### src/rtl/ahb_rr_burst_arb.sv
// Output-stage round-robin arbiter for one AHB bus-matrix slave port.
// Keeps the grant for fixed-length bursts (beat counter) and locked sequences.
module ahb_rr_burst_arb #(
  parameter int NUM_PORTS = 5,
  parameter int PORT_W    = 3
) (
  input  logic                 HCLK,
  input  logic                 HRESETn,
  input  logic [NUM_PORTS-1:0] req,
  input  logic                 HREADYM,
  input  logic                 HSELM,
  input  logic [1:0]           HTRANSM,
  input  logic [2:0]           HBURSTM,
  input  logic                 HMASTLOCKM,
  output logic [PORT_W-1:0]    addr_in_port,
  output logic                 no_port,
  output logic                 burst_hold
);

  localparam int PAD_W = 1 << PORT_W;
  localparam logic [1:0] TR_IDLE   = 2'b00;
  localparam logic [1:0] TR_NONSEQ = 2'b10;
  localparam logic [1:0] TR_SEQ    = 2'b11;

  logic [PORT_W-1:0] port_reg, port_next;
  logic              no_port_reg, no_port_next;
  logic              hold_reg, hold_next;
  logic [3:0]        cnt_reg, cnt_next;

  logic [PAD_W-1:0]  req_pad;
  logic [PORT_W-1:0] cand [1:NUM_PORTS-1];
  logic [NUM_PORTS-1:1] hit;
  logic              rr_found;
  logic [PORT_W-1:0] rr_port;

  logic              sel_nonseq, sel_seq, terminate;
  logic              fixed_burst;
  logic [3:0]        load_val;

  assign req_pad = PAD_W'(req);

  // Candidate port at each rotation offset from the current owner.
  genvar gi;
  generate
    for (gi = 1; gi < NUM_PORTS; gi++) begin : g_cand
      logic [PORT_W:0] sum;
      assign sum = {1'b0, port_reg} + (PORT_W+1)'(gi);
      assign cand[gi] = (sum >= (PORT_W+1)'(NUM_PORTS))
                        ? PORT_W'(sum - (PORT_W+1)'(NUM_PORTS))
                        : sum[PORT_W-1:0];
      assign hit[gi] = req_pad[cand[gi]];
    end
  endgenerate

  // Scan far-to-near so the nearest requester overwrites the others.
  always_comb begin
    rr_found = 1'b0;
    rr_port  = port_reg;
    for (int k = NUM_PORTS - 1; k >= 1; k--) begin
      if (hit[k]) begin
        rr_found = 1'b1;
        rr_port  = cand[k];
      end
    end
  end

  assign sel_nonseq = HSELM & (HTRANSM == TR_NONSEQ);
  assign sel_seq    = HSELM & (HTRANSM == TR_SEQ);
  assign terminate  = hold_reg & (~HSELM | (HTRANSM == TR_IDLE) | (HTRANSM == TR_NONSEQ));

  always_comb begin
    fixed_burst = 1'b1;
    load_val    = 4'd0;
    case (HBURSTM)
      3'b010, 3'b011: load_val = 4'd3;
      3'b100, 3'b101: load_val = 4'd7;
      3'b110, 3'b111: load_val = 4'd15;
      default:        fixed_burst = 1'b0;
    endcase
  end

  // Beat counter; a terminating NONSEQ that starts a new fixed burst reloads.
  always_comb begin
    cnt_next  = cnt_reg;
    hold_next = hold_reg;
    if (sel_nonseq && fixed_burst) begin
      cnt_next  = load_val;
      hold_next = 1'b1;
    end else if (terminate) begin
      cnt_next  = 4'd0;
      hold_next = 1'b0;
    end else if (hold_reg && sel_seq && (cnt_reg != 4'd0)) begin
      cnt_next  = cnt_reg - 4'd1;
      hold_next = (cnt_reg != 4'd1);
    end
  end

  // Grant freezes whenever the burst is still running after this edge, which
  // covers the first NONSEQ beat and releases on the last SEQ or termination.
  always_comb begin
    port_next    = port_reg;
    no_port_next = no_port_reg;
    if (HMASTLOCKM) begin
      port_next = port_reg;
    end else if (hold_next) begin
      no_port_next = 1'b0;
    end else if (rr_found) begin
      port_next    = rr_port;
      no_port_next = 1'b0;
    end else if (req_pad[port_reg] || (HSELM && (HTRANSM != TR_IDLE))) begin
      no_port_next = 1'b0;
    end else if (!HSELM) begin
      no_port_next = 1'b1;
    end
  end

  always_ff @(posedge HCLK or negedge HRESETn) begin
    if (!HRESETn) begin
      port_reg    <= '0;
      no_port_reg <= 1'b1;
      hold_reg    <= 1'b0;
      cnt_reg     <= 4'd0;
    end else if (HREADYM) begin
      port_reg    <= port_next;
      no_port_reg <= no_port_next;
      hold_reg    <= hold_next;
      cnt_reg     <= cnt_next;
    end
  end

  assign addr_in_port = port_reg;
  assign no_port      = no_port_reg;
  assign burst_hold   = hold_reg;

endmodule
### config.mk
export PLATFORM = sky130hd
export DESIGN_NAME = ahb_rr_burst_arb
export DESIGN_NICKNAME = d
export VERILOG_FILES = /design/src/rtl/ahb_rr_burst_arb.sv
export SDC_FILE = /design/constraint.sdc
export NUM_CORES = 1
export LEC_CHECK = 0
export CAP_MARGIN = 5
export CORE_ASPECT_RATIO = 1.25
export CORE_MARGIN = 2
export CORE_UTILIZATION = 47
export CTS_CLUSTER_SIZE = 24
export DETAILED_ROUTE_END_ITERATION = 10
export PLACE_DENSITY = 0.78
export REMOVE_ABC_BUFFERS = 1
export SYNTH_ARGS = -nofsm -noshare
export SYNTH_HDL_FRONTEND = slang
export SYNTH_SLANG_ARGS = --single-unit
### constraint.sdc
create_clock -name HCLK -period 3 [get_ports HCLK]
set_input_delay 0.3 -clock HCLK [delete_from_list [all_inputs] [get_ports HCLK]]
set_output_delay 0.3 -clock HCLK [all_outputs]
set_load 0.02 [all_outputs]
==> reports/summary.txt <==
Final setup violation count: 0
cell taking the most area after synthesis: dfrtp_1
Setup TNS Final: 0 ns
number of flops mapped to enable cells by yosys: 0
Compound-Gate Fraction of Synth Area: 31.3%
IO Pins: 20
TritonCTS buffer count: 3
via count: 1544
Distinct cells, synth: 59
Clock Tree Buf Depth: 2
largest net degree at the start of global routing: 26
clock skew: 0.0137 ns
asr flop ratio synth: 100%
antenna-violating nets left: 0
Slew Viols, Final: 0
#FFs+latches synth: 9
XOR/XNOR Fraction of Synth Area: 3.02%
TritonCTS Sinks: 9
Seq/Total Area, Yosys: 15.2%
post-synthesis adder-cell area fraction: 9.73%
simple-gate share of the synthesized area: 26.8%
DRT Pass-1 Iters: 4
vias per inst: 5.98
most frequent cells in the layout: nand2_1 (23), clkdlybuf4s50_1 (18), buf_4 (18)
crit share post-route: 95.9%
Syn-to-layout area delta: 31.0%
n_diodes: 0
synth warn: 0
fmax: 348 MHz
Worst Setup SP: addr_in_port[0]
max reg flops: 4
Max transition margin: 62.9%
register clock-pin slew on the reported worst setup and hold paths: 0.08 ns
Reg2Reg Capture Point: addr_in_port[0]
H-Tree Depth: 1
top cell type's share of synthesized area: 13.4%
later-pin clock latency in the skew report: 0.27 ns
element type at the critical path end: flip-flop
total global routing track utilization: 24.4%
maxcap violations: 0
reg-to-reg startpoint: addr_in_port[0]
CORE AREA: 0.00297 mm^2
Worst Reg-to-Reg Cells: 10
number of global-route vias before repair: 1491
WL final: 4130 um
Post-CTS Hold Buffers: 0
commonest non-fill, non-tap cell in the layout: nand2_1
Synth area leaders: dfrtp_1 (13%), ha_1 (8.4%), nand2_1 (5.8%), o21ai_0 (5.4%), mux2i_1 (4.7%)
outcome: completed
Port Buffer Count: 18
post-layout util: 65.7%
row count: 22
reg2reg setup slack: 0.12 ns
nets@finish: 249
worst slew pin tran: 0.550 ns
full die area: 0.00364 mm^2
DR DRC count: 0
multiplexer area fraction after synthesis: 9.98%
drt wl/cell: 16.0 um
CP Max Fanout: 25
first-pass GRT wire length: 6580 um
hold crit path type: in2async
die width: 54.4 um
Hold WS: 0.324 ns
DR iter-0 viols: 57
Tmin final: 2.88 ns
Starting Density: 50.2%
RD Place Congestion: 0.907
CTS tree: yes
Critical Path AT: 3.04 ns
CP endpoint: addr_in_port[0]
die height: 67.0 um
CP Class: reg2reg
antenna violations before repair: 0
CTS root buf: clkbuf_4
ys flop type: dfrtp_1
Final Hold Fails: 0
hpwl dp: 3170 um
Avg Cell Area, Syn: 8.06 um^2
CP required: 3.16 ns
gr ovfl total: 0
Mapped Cells: 185
CP startpoint kind: flip-flop
synthesized area: 0.00149 mm^2
fraction of layout cells with a size suffix above 1: 23.0%
largest family of logic cells by synthesized area: compound AO/OA/AOI/OAI gates
-- through the flow --
stage,cell area (um^2),instances,worst slack [ns]
after global placement,1820,252,0.105
final,1950,258,0.123
after floorplan,1470,181,-0.641
after global routing,1950,258,-0.0196
after detailed placement,1820,252,0.0141
after CTS,1860,256,0.0121
-- kinds of logic after synthesis --
| kind of cell | count (synthesis) |
|---|---|
| compound gates | 63 |
| buf+inv | 13 |
| flops | 9 |
| fa+ha+maj | 11 |
| simple gates | 74 |
| mux | 12 |
| xor+xnor | 3 |
-- repair_timing --
action	in CTS	in global routing
setup buffers	0	2
pin swaps	0	2
setup endpoints to repair	1	3
resized for setup	1	15
-- cell usage after synthesis (all sizes together), types with 3 or more instances --
library cell	number
nor2b	3
o21ai	17
a21oi	14
mux2	3
buf	3
nor4	3
nand2	23
nor3	4
nor2	12
inv	9
and4	3
mux2i	8
o211ai	4
nand2b	6
or3	3
ha	10
and2	3
dfrtp	8
nand3	5
-- final cells by class --
class / instances / area, um^2
clock buffer: 3 / 22.5
clock inverter: 1 / 5.00
fill: 242 / 1020
inverter: 9 / 33.8
multi-input combinational: 163 / 1290
sequential: 9 / 226
tap: 36 / 45.0
timing repair buffer: 37 / 330
-- critical path, stage by stage (launching register included) --
cell and delay [ns]:
dfrtp_1 0.40, buf_8 0.23, ha_1 0.21, nand2b_1 0.12, a221oi_4 0.35, a21oi_1 0.07, or3_4 0.36, o21ai_4 0.19
mux2_2 0.37, o31a_1 0.29, a2bb2oi_2 0.16
-- worst min path at each step --
stage                      end     from  cells past startpoint  slack [ns]
6_report            cnt_reg[2]  HRESETn                      1        0.32
5_1_grt             cnt_reg[2]  HRESETn                      1        0.34
4_1_cts             cnt_reg[2]  HRESETn                      1        0.35
3_5_place_dp           no_port  no_port                      2        0.51
3_3_place_gp           no_port  no_port                      2        0.51
2_1_floorplan  addr_in_port[0]  HRESETn                      0       0.004
-- per-layer routing --
layer | vias up | track usage [%] | routed length, um
met5 | - | 0 | 0
met2 | 55 | 42.9 | 2120
met3 | 10 | 2.02 | 166
met1 | 708 | 28.8 | 1750
met4 | 0 | 10.9 | 104
li1 | 771 | - | -
Power is not shown: default switching activity piles up to over one toggle a cycle in this logic, so the estimate is an artifact.
